### config.mk
export PLATFORM = sky130hd
export DESIGN_NAME = manual_drive_ctrl
export DESIGN_NICKNAME = d
export VERILOG_FILES = /design/src/rtl/manual_pkg.sv /design/src/rtl/blink_gen.sv /design/src/rtl/manual_drive_ctrl.sv
export SDC_FILE = /design/constraint.sdc
export NUM_CORES = 1
export LEC_CHECK = 0
export ABC_AREA = 1
export ABC_CLOCK_PERIOD_IN_PS = 2100
export CAP_MARGIN = 0
export CORE_MARGIN = 8
export CORE_UTILIZATION = 54
export DETAILED_ROUTE_END_ITERATION = 16
export GPL_TIMING_DRIVEN = 0
export PLACE_DENSITY = 0.77
export RECOVER_POWER = 25
export REMOVE_ABC_BUFFERS = 1
export SLEW_MARGIN = 20
export SYNTH_ARGS = -nofsm -noshare
export SYNTH_HDL_FRONTEND = slang
export SYNTH_SLANG_ARGS = --single-unit
export TNS_END_PERCENT = 30
### constraint.sdc
create_clock -name clk -period 2.1 [get_ports clk]
set_input_delay 0.21 -clock clk [delete_from_list [all_inputs] [get_ports clk]]
set_output_delay 0.21 -clock clk [all_outputs]
set_load 0.03 [all_outputs]
### src/rtl/manual_pkg.sv
// Shared encodings for the manual-mode driving controller: FSM states, moving
// directions, power levels and turn-light patterns.
package manual_pkg;

  typedef enum logic [1:0] {
    NSTART = 2'b00,
    START  = 2'b01,
    MOVING = 2'b10
  } state_t;

  typedef enum logic [3:0] {
    NON_MOVING   = 4'b0000,
    MOVE_FORWARD = 4'b0001,
    MOVE_BACK    = 4'b0010,
    TURN_LEFT    = 4'b0100,
    TURN_RIGHT   = 4'b1000
  } move_t;

  typedef enum logic {
    POFF = 1'b0,
    PON  = 1'b1
  } power_t;

  typedef enum logic [2:0] {
    PAT_OFF,
    PAT_STEADY,
    PAT_LEFT,
    PAT_RIGHT,
    PAT_HAZARD
  } light_pat_t;

  // Both or neither turn request means straight ahead.
  function automatic move_t dir_rule(input logic left, input logic right);
    if (left && !right)      return TURN_LEFT;
    else if (right && !left) return TURN_RIGHT;
    else                     return MOVE_FORWARD;
  endfunction

  function automatic logic [2:0] state_onehot(input state_t s);
    case (s)
      NSTART:  return 3'b001;
      START:   return 3'b010;
      MOVING:  return 3'b100;
      default: return 3'b000;
    endcase
  endfunction

endpackage

### src/rtl/blink_gen.sv
// Turn-light blink generator: phase toggles every BLINK_DIV cycles; restart
// returns to count 0 with the phase lit so a new pattern starts visible.
module blink_gen #(
  parameter int BLINK_DIV = 50_000_000
) (
  input  logic clk,
  input  logic rst,
  input  logic restart,
  output logic phase
);

  localparam int CW = (BLINK_DIV > 1) ? $clog2(BLINK_DIV) : 1;
  localparam logic [CW-1:0] LAST = CW'(BLINK_DIV - 1);

  logic [CW-1:0] count;

  // NOTE: sequential state uses non-blocking (<=) so every register samples
  // pre-edge values; blocking here would create order-dependent races.
  always_ff @(posedge clk or posedge rst) begin
    if (rst) begin
      count <= '0;
      phase <= 1'b1;
    end else if (restart) begin
      count <= '0;
      phase <= 1'b1;
    end else if (count == LAST) begin
      count <= '0;
      phase <= ~phase;
    end else begin
      count <= count + CW'(1);
    end
  end

endmodule

### src/rtl/manual_drive_ctrl.sv
// Clocked manual-mode driving controller: NSTART/START/MOVING FSM, direction,
// stall pulse, turn/state lights. Define MANUAL_MILEAGE_EN for the mileage counter.
module manual_drive_ctrl
  import manual_pkg::*;
#(
  parameter int BLINK_DIV = 50_000_000,
  parameter int TICK_DIV  = 100_000_000,
  parameter int MILE_W    = 16
) (
  input  logic              clk,
  input  logic              rst,
  input  logic              power,
  input  logic              clutch,
  input  logic              brake,
  input  logic              throttle,
  input  logic              rgs,
  input  logic              left,
  input  logic              right,
  output logic [1:0]        state,
  output logic [3:0]        moving_state,
  output logic              stall,
  output logic              turn_left_light,
  output logic              turn_right_light,
  output logic [2:0]        state_light,
  output logic [3:0]        moving_light,
  output logic [MILE_W-1:0] mileage
);

  if (BLINK_DIV < 2 || TICK_DIV < 2) begin : g_param_check
    $error("manual_drive_ctrl: BLINK_DIV and TICK_DIV must be >= 2");
  end

  state_t     state_q, state_n;
  move_t      move_q, move_n;
  power_t     pwr_q;
  light_pat_t pat_q, pat_n;
  logic       stall_n;
  logic       phase;

  // NOTE: every always_comb output gets a default first, so no path can leave
  // it unassigned and infer a latch.
  always_comb begin
    state_n = state_q;
    move_n  = move_q;
    stall_n = 1'b0;
    if (!power) begin
      state_n = NSTART;
      move_n  = NON_MOVING;
    end else begin
      case (state_q)
        NSTART: begin
          move_n = NON_MOVING;
          if (brake)                          state_n = NSTART;
          else if (throttle && !clutch)       stall_n = 1'b1;
          else if (throttle && clutch && !rgs) state_n = START;
        end
        START: begin
          if (brake) begin
            state_n = NSTART;
            move_n  = NON_MOVING;
          end else if (throttle && !clutch) begin
            state_n = MOVING;
            move_n  = rgs ? MOVE_BACK : dir_rule(left, right);
          end else begin
            move_n  = NON_MOVING;
          end
        end
        MOVING: begin
          // The reverse-gear stall outranks brake.
          if (rgs && !clutch) begin
            stall_n = 1'b1;
            state_n = NSTART;
            move_n  = NON_MOVING;
          end else if (brake) begin
            state_n = NSTART;
            move_n  = NON_MOVING;
          end else if (!throttle) begin
            state_n = START;
            move_n  = NON_MOVING;
          end else if (rgs) begin
            move_n  = MOVE_BACK;
          end else begin
            move_n  = dir_rule(left, right);
          end
        end
        default: begin
          state_n = NSTART;
          move_n  = NON_MOVING;
        end
      endcase
    end
  end

  always_comb begin
    pat_n = PAT_OFF;
    if (power) begin
      case (state_n)
        NSTART: pat_n = PAT_STEADY;
        MOVING: begin
          case (move_n)
            TURN_LEFT:    pat_n = PAT_LEFT;
            TURN_RIGHT:   pat_n = PAT_RIGHT;
            MOVE_FORWARD: pat_n = (left && right) ? PAT_HAZARD : PAT_OFF;
            default:      pat_n = PAT_OFF;
          endcase
        end
        default: pat_n = PAT_OFF;
      endcase
    end
  end

  always_ff @(posedge clk or posedge rst) begin
    if (rst) begin
      state_q <= NSTART;
      move_q  <= NON_MOVING;
      pwr_q   <= POFF;
      pat_q   <= PAT_OFF;
      stall   <= 1'b0;
    end else begin
      state_q <= state_n;
      move_q  <= move_n;
      pwr_q   <= power ? PON : POFF;
      pat_q   <= pat_n;
      stall   <= stall_n;
    end
  end

  blink_gen #(.BLINK_DIV(BLINK_DIV)) u_blink (
    .clk     (clk),
    .rst     (rst),
    .restart (pat_n != pat_q),
    .phase   (phase)
  );

  always_comb begin
    turn_left_light  = 1'b0;
    turn_right_light = 1'b0;
    case (pat_q)
      PAT_STEADY: begin
        turn_left_light  = 1'b1;
        turn_right_light = 1'b1;
      end
      PAT_LEFT:   turn_left_light = phase;
      PAT_RIGHT:  turn_right_light = phase;
      PAT_HAZARD: begin
        turn_left_light  = phase;
        turn_right_light = phase;
      end
      default: ;
    endcase
  end

  assign state        = state_q;
  assign moving_state = move_q;
  assign state_light  = (pwr_q == PON) ? state_onehot(state_q) : 3'b000;
  assign moving_light = (pwr_q == PON) ? move_q : NON_MOVING;

`ifdef MANUAL_MILEAGE_EN
  localparam int TW = $clog2(TICK_DIV);
  localparam logic [TW-1:0] TICK_LAST = TW'(TICK_DIV - 1);

  logic [TW-1:0] tick_cnt;

  always_ff @(posedge clk or posedge rst) begin
    if (rst) begin
      tick_cnt <= '0;
      mileage  <= '0;
    end else if (state_q == MOVING && move_q != NON_MOVING) begin
      if (tick_cnt == TICK_LAST) begin
        tick_cnt <= '0;
        if (mileage != '1) mileage <= mileage + MILE_W'(1);
      end else begin
        tick_cnt <= tick_cnt + TW'(1);
      end
    end
  end
`else
  assign mileage = '0;
`endif

endmodule

; ---- After elaboration in Yosys (flattened, before gate mapping)
; Cells that the tools add are included.
[totals]
ff_bits = 38
out_inout_bits = 32
wordCells = 76
[classes]
add_sub_neg = 1
eq_ne = 12
mux = 39
n_bitwise = 1
n_reduce_logical = 16
[op_table]
columns = op, count
row1 = $mux W26, 2
row2 = $mux W4, 10
row3 = $add A26 B1 Y26 const B, 1
row4 = $eq A26 B26 Y1 const B, 1
row5 = $mux W2, 9
row6 = $pmux W3 S3, 2
row7 = $mux W3, 3
row8 = $pmux W4 S2, 1
row9 = $logic_and A1 B1 Y1, 7
row10 = $mux W1, 7
row11 = $eq A3 B2 Y1 const B, 2
row12 = $pmux W1 S2, 3
row13 = $pmux W2 S3, 1
row14 = $pmux W3 S2, 1
row15 = $eq A2 B2 Y1 const B, 2
row16 = $eq A4 B1 Y1 const B, 1
row17 = $eq A4 B3 Y1 const B, 1
row18 = $eq A4 B4 Y1 const B, 1
row19 = $logic_not A1 Y1, 4
row20 = $logic_not A2 Y1, 2
row21 = $reduce_or A2 Y1, 2
row22 = $eq A3 B1 Y1 const B, 1
row23 = $eq A3 B3 Y1 const B, 1
row24 = $ne A3 B3 Y1, 1
row25 = 3 further kinds, 3

; ---- Logic depth before layout (Yosys ltp)
[logic_depth]
word_depth = 16
ltp_mapped = 15
ltp_nobuf = 14

; ---- By module
; A second synthesis with hierarchy kept.
[unflattened]
cells_unflattened = 380
area_unflattened_um2 = 2763.9
[modules_own_cells]
columns = module, n_inst, cells_each, area_each_um2
row1 = blink_gen, 1, 218, 1647.8
row2 = manual_drive_ctrl, 1, 162, 1116.1

; ---- Least setup slack after synthesis
; Ideal clock, no wire load.
[synth_path]
path_kind = register to register
from = register state_q[0] (netlist: state[0])
to = register u_blink.count[17]
setup_ns = 0.122
arrival_time_ns = 2.063
required_time_ns = 1.978
slack_ns = -0.086
path_stages_with_launch = 13
path_buffers = 1
synth_period_minus_slack_ns = 2.186
cell_sequence = dfrtp_1 -> inv_1 -> ha_1 -> nand3_1 -> nor2_1 -> nand2_1 -> nor3_1 -> nand2_1 -> nand2_1 -> nand2_1 -> nand3_4 -> buf_6 -> nor2_2
[synth_via]
elab_chain_cells = 10
[synth_rtl]
columns = item, line
row1 = start: declaration, manual_drive_ctrl.sv:33  ; state_t state_q, state_n;
row2 = start signal: assignment, manual_drive_ctrl.sv:120  ; state_q <= state_n;
row3 = "parallel branches: the longest is 6 deep, another holds $pmux W4 S2", --
row4 = $pmux W3 S2 *, manual_drive_ctrl.sv:97  ; case (state_n)
row5 = $mux W3 *, manual_drive_ctrl.sv:96  ; if (power) begin
row6 = $ne A3 B3 Y1 *, manual_drive_ctrl.sv:131  ; .restart (pat_n != pat_q),
row7 = $mux W26 *, blink_gen.sv:23  ; end else if (restart) begin
row8 = end signal: assignment, blink_gen.sv:30  ; count <= count + CW'(1);
row9 = end: declaration, blink_gen.sv:15  ; logic [CW-1:0] count;
; Every way passes the cells marked *.
; A chain may end at the register's enable or synchronous reset.

; ---- Final worst setup path
[layout_path]
from = register state_q[0] (netlist: state[0])
to = register u_blink.count[7]
[layout_via]
elab_chain_cells = 10
[layout_rtl]
columns = item, line
row1 = "parallel branches: the longest is 6 deep, another holds $pmux W4 S2", --
row2 = $pmux W3 S2 *, manual_drive_ctrl.sv:97
row3 = $mux W3 *, manual_drive_ctrl.sv:96
row4 = net pat_n[1], manual_drive_ctrl.sv:36  ; light_pat_t pat_q, pat_n;
row5 = $ne A3 B3 Y1 *, manual_drive_ctrl.sv:131
row6 = $mux W26 *, blink_gen.sv:23
; Mark *: on every way through the listed nets, which the timed path passes.

==> key figures <==
GRT
  – Largest net degree at the start of global routing: 25
  – Grt ovf: 0
  – Initial antenna violation count: 0
  – Global-route wire length before repair: about 11000 um
  – Vias in the first global route: 2389
  – Overall Global Routing Usage: 17.9%

Synthesis
  – Syn Inst Count: 367
  – Top cell type's share of synthesized area: 34.9%
  – Syn Std Cell Area: 0.00265 mm2
  – Average size of a mapped cell: a little over 7 um2
  – Asr flop ratio synth: 100%
  – Post-synthesis register bit count: 38
  – Prevailing post-synth register cell: dfrtp_1
  – Yosys cell types: 30
  – Synth warnings: 0
  – Area leader, netlist: dfrtp_1
  – Seq/Total Area, Yosys: 35.9%
  – Top cells by area, synth: dfrtp_1 35%, nand2_1 11%, inv_1 8.1%, nor2_2 5.9%, nand3_1 5.8%
  – Post-synth EDFFs: 0

Worst setup path
  – CP max stage delay: 0.44 ns
  – Crit path capture type: flop
  – WP data required: 2.33 ns
  – Bufs and invs on worst path: 3
  – R2R setup slack: -0.10 ns
  – Worst path cell trace: buf_4 > ha_4 > nand4_1 > nand2_2 > nand2_2 > nand2_1 > inv_2 > nand2_2 > nor2_4 > nor2_2 > nor2_4 > nand3_4 > buf_8 > nor2_2
  – Most common cell on crit path: nand2_2
  – Largest fanout on the critical path: 6
  – CP top delay family: simple AND/OR/NAND/NOR gates
  – Crit Path Category: reg2reg
  – CP max stage cell: dfrtp_2
  – CP Launch Type: flop
  – WP data arrival: 2.44 ns

Power and ir drop
  – VDD IR max: 0.316 mV
  – Sw Pwr: 424 uW
  – Combinational group share of total power: between 10% and 20%
  – Total internal power: 1.07 mW
  – Static Leak: 1.59 nW
  – Final Total Pwr: between 1 and 1.5 mW
  – Sw Ratio: 28.3%
  – Pwr dens: 449 mW/mm2
  – Seq pwr share: around half
  – Clock power share: 35.3%

Timing
  – Setup ws final: -0.101 ns
  – Worst rel slew slack: between 50% and 60%
  – Worst-Margin Slew: between 0.6 and 0.7 ns
  – Setup skew after layout: 0.0115 ns
  – Top achievable clock speed: 454 MHz
  – Setup TNS Final: -1.47 ns
  – Period utilization: 105%
  – Post-layout min period: 2.20 ns
  – Final setup vio count: 26
  – Fin. Hold Viols: 0
  – RSZ-0062 raised after global routing: true
  – Slew Viols, Final: 0

Place
  – Detailed Place HPWL: 4310 um
  – Input/output buffers: 24
  – Gpl congestion: 0.877

Routing
  – DRT iter0 DRCs: 154
  – Mean routed wirelength per cell: 13.5 um
  – Vias per inst: 5.00
  – # DRC: 0
  – Detailed-route via count: 2383
  – Post-DRT Antenna Nets: 0
  – WL final: 6460 um
  – Router iterations before antenna repair: 4

Die
  – Initial Utilization: 56.2%
  – Core area: 0.00472 mm2
  – Die area: 0.00741 mm2
  – Rows: 25
  – Die X: around 86 um
  – IO Pins: 41
  – Die height: 86.1 um

CTS
  – Root Driver: clkbuf_8
  – Hold buffer count at cts: 0
  – Inserted Clock Buffers: 5
  – Clock sinks: 38
  – Reg clk slew, reported paths: approximately 0.08 ns
  – Htree depth: 2
  – Clock Tree Buf Depth: 2
  – CTS tree: yes
  – Clock Latency Late Sink: ~0.30 ns

Run status
  – Failing checks: setup timing
  – Status: complete, but fails checks

Cells and area
  – ANT cells: 0
  – Layout cell share with drive strength beyond 1: between 20% and 30%
  – Layout area overhead: 25.9%
  – Final #Nets: about 430

Flow run
  – Max_cap viols: 0

Hold path
  – HP Class: in2async
==> per-layer routing <==
metal  vias to the layer above  GRT usage, %  routed length (um)
met5                         -             0                   0
met4                         0          7.80                  33
met3                         4          3.53                 271
met2                        59          32.0                3400
met1                      1114          20.0                2750
li1                       1206             -                   -
==> worst reg2reg max path: cells and delay by family (launching register included) <==
kind	cells	cell delay, ns
adders and majority gates	1	0.16
buffers and inverters	3	0.39
DFF	1	0.44
and+or+nand+nor	10	1.15
==> power by group through the flow <==
stage	combinational, mW	sequential (mW)	clock [mW]
finish	0.218	0.752	0.529
global route	0.239	0.753	0.569
CTS	0.205	0.751	0.538
detailed placement	0.177	0.765	0
global placement	0.168	0.764	0
floorplan	0.120	0.765	0
==> layout make-up <==
| class | count | area, um2 |
|---|---|---|
| inverter | 60 | 225 |
| sequential | 38 | 953 |
| tap | 67 | 83.8 |
| clock buffer | 6 | 82.6 |
| clock inverter | 2 | 12.5 |
| timing repair buffer | 37 | 388 |
| fill | 357 | 1380 |
| multi-input combinational | 267 | 1600 |
==> cell families after synthesis <==
group           after synthesis  synth area share [%]
compound gates               11                  2.17
xor+xnor                     12                  3.96
fa+ha+maj                    10                  4.71
buf+inv                      79                  14.0
flops                        38                  35.9
other cells                   1                 0.141
simple gates                216                  39.1
==> through the flow <==
| step | cells | util (%) | area (um2) | setup WS [ns] | hold WS (ns) |
|---|---|---|---|---|---|
| 2_1_floorplan | 363 | - | 2560 | -0.170 | 0.241 |
| 3_3_place_gp | 454 | 61.1 | 2890 | -0.348 | 0.552 |
| 3_5_place_dp | 455 | 61.7 | 2920 | -0.444 | 0.523 |
| 4_1_cts | 473 | 67.5 | 3190 | 0.00420 | 0.197 |
| 5_1_grt | 477 | 70.8 | 3340 | -0.225 | 0.511 |
| 6_report | 477 | 70.8 | 3340 | -0.101 | 0.429 |
==> repair_timing <==
item	in CTS	in global routing
gates resized for setup	22	32
pin swaps	6	18
gates cloned	2	0
setup endpoints to repair	27	30
buffers inserted	8	4
==> sequential cells by signal, summed over array words and instances (netlist names) <==
name / count
u_blink.count: 26
u_blink.phase: 1
pwr_q: 1
moving_state: 4
pat_q: 3
stall: 1
state: 2
==> cells in the mapped netlist (all sizes together), types with 3 or more instances <==
cell type,instances
nand3b,5
ha,10
nor3,7
or2,5
nand3,33
nor2,64
xor2,7
buf,18
o21ai,7
a21oi,3
xnor2,5
inv,60
nand4,13
nor4,6
nand2,81
dfrtp,37
==> final timing paths <==
path                                            start                     endpoint  cells after the start
min in group clk                                power              pwr_q$_DFF_PP0_                      1
max in group asynchronous                         rst    u_blink.phase$_DFFE_PP1P_                      3
min reg2reg                u_blink.count[0]$_DFF_PP0_   u_blink.count[0]$_DFF_PP0_                      3
max                                state[0]$_DFF_PP0_   u_blink.count[7]$_DFF_PP0_                     14
max reg2reg                        state[0]$_DFF_PP0_   u_blink.count[7]$_DFF_PP0_                     14
min                                               rst  u_blink.count[17]$_DFF_PP0_                      2
==> cell usage in the layout, fill, tap and decap left out, types with 2 or more instances in the layout <==
master           count
inv_2                6
o21ai_0              7
dfrtp_1             36
inv_1               54
nand3b_1             5
nor4_1               6
clkdlybuf4s50_1     19
nor2_1              31
nand2_2              7
a21oi_1              3
ha_4                 3
nand3_2              5
nor2_2              21
dlymetal6s2s_1       4
nor2_4              12
xnor2_1              5
nand2_4              2
ha_1                 7
nand2_1             72
xor2_1               7
nand4_1             13
conb_1              16
nor3_1               6
buf_4               10
nand3_4              4
or2_2                4
nand3_1             26
clkbuf_8             6
No activity file was read; power rests on OpenSTA's default activity.
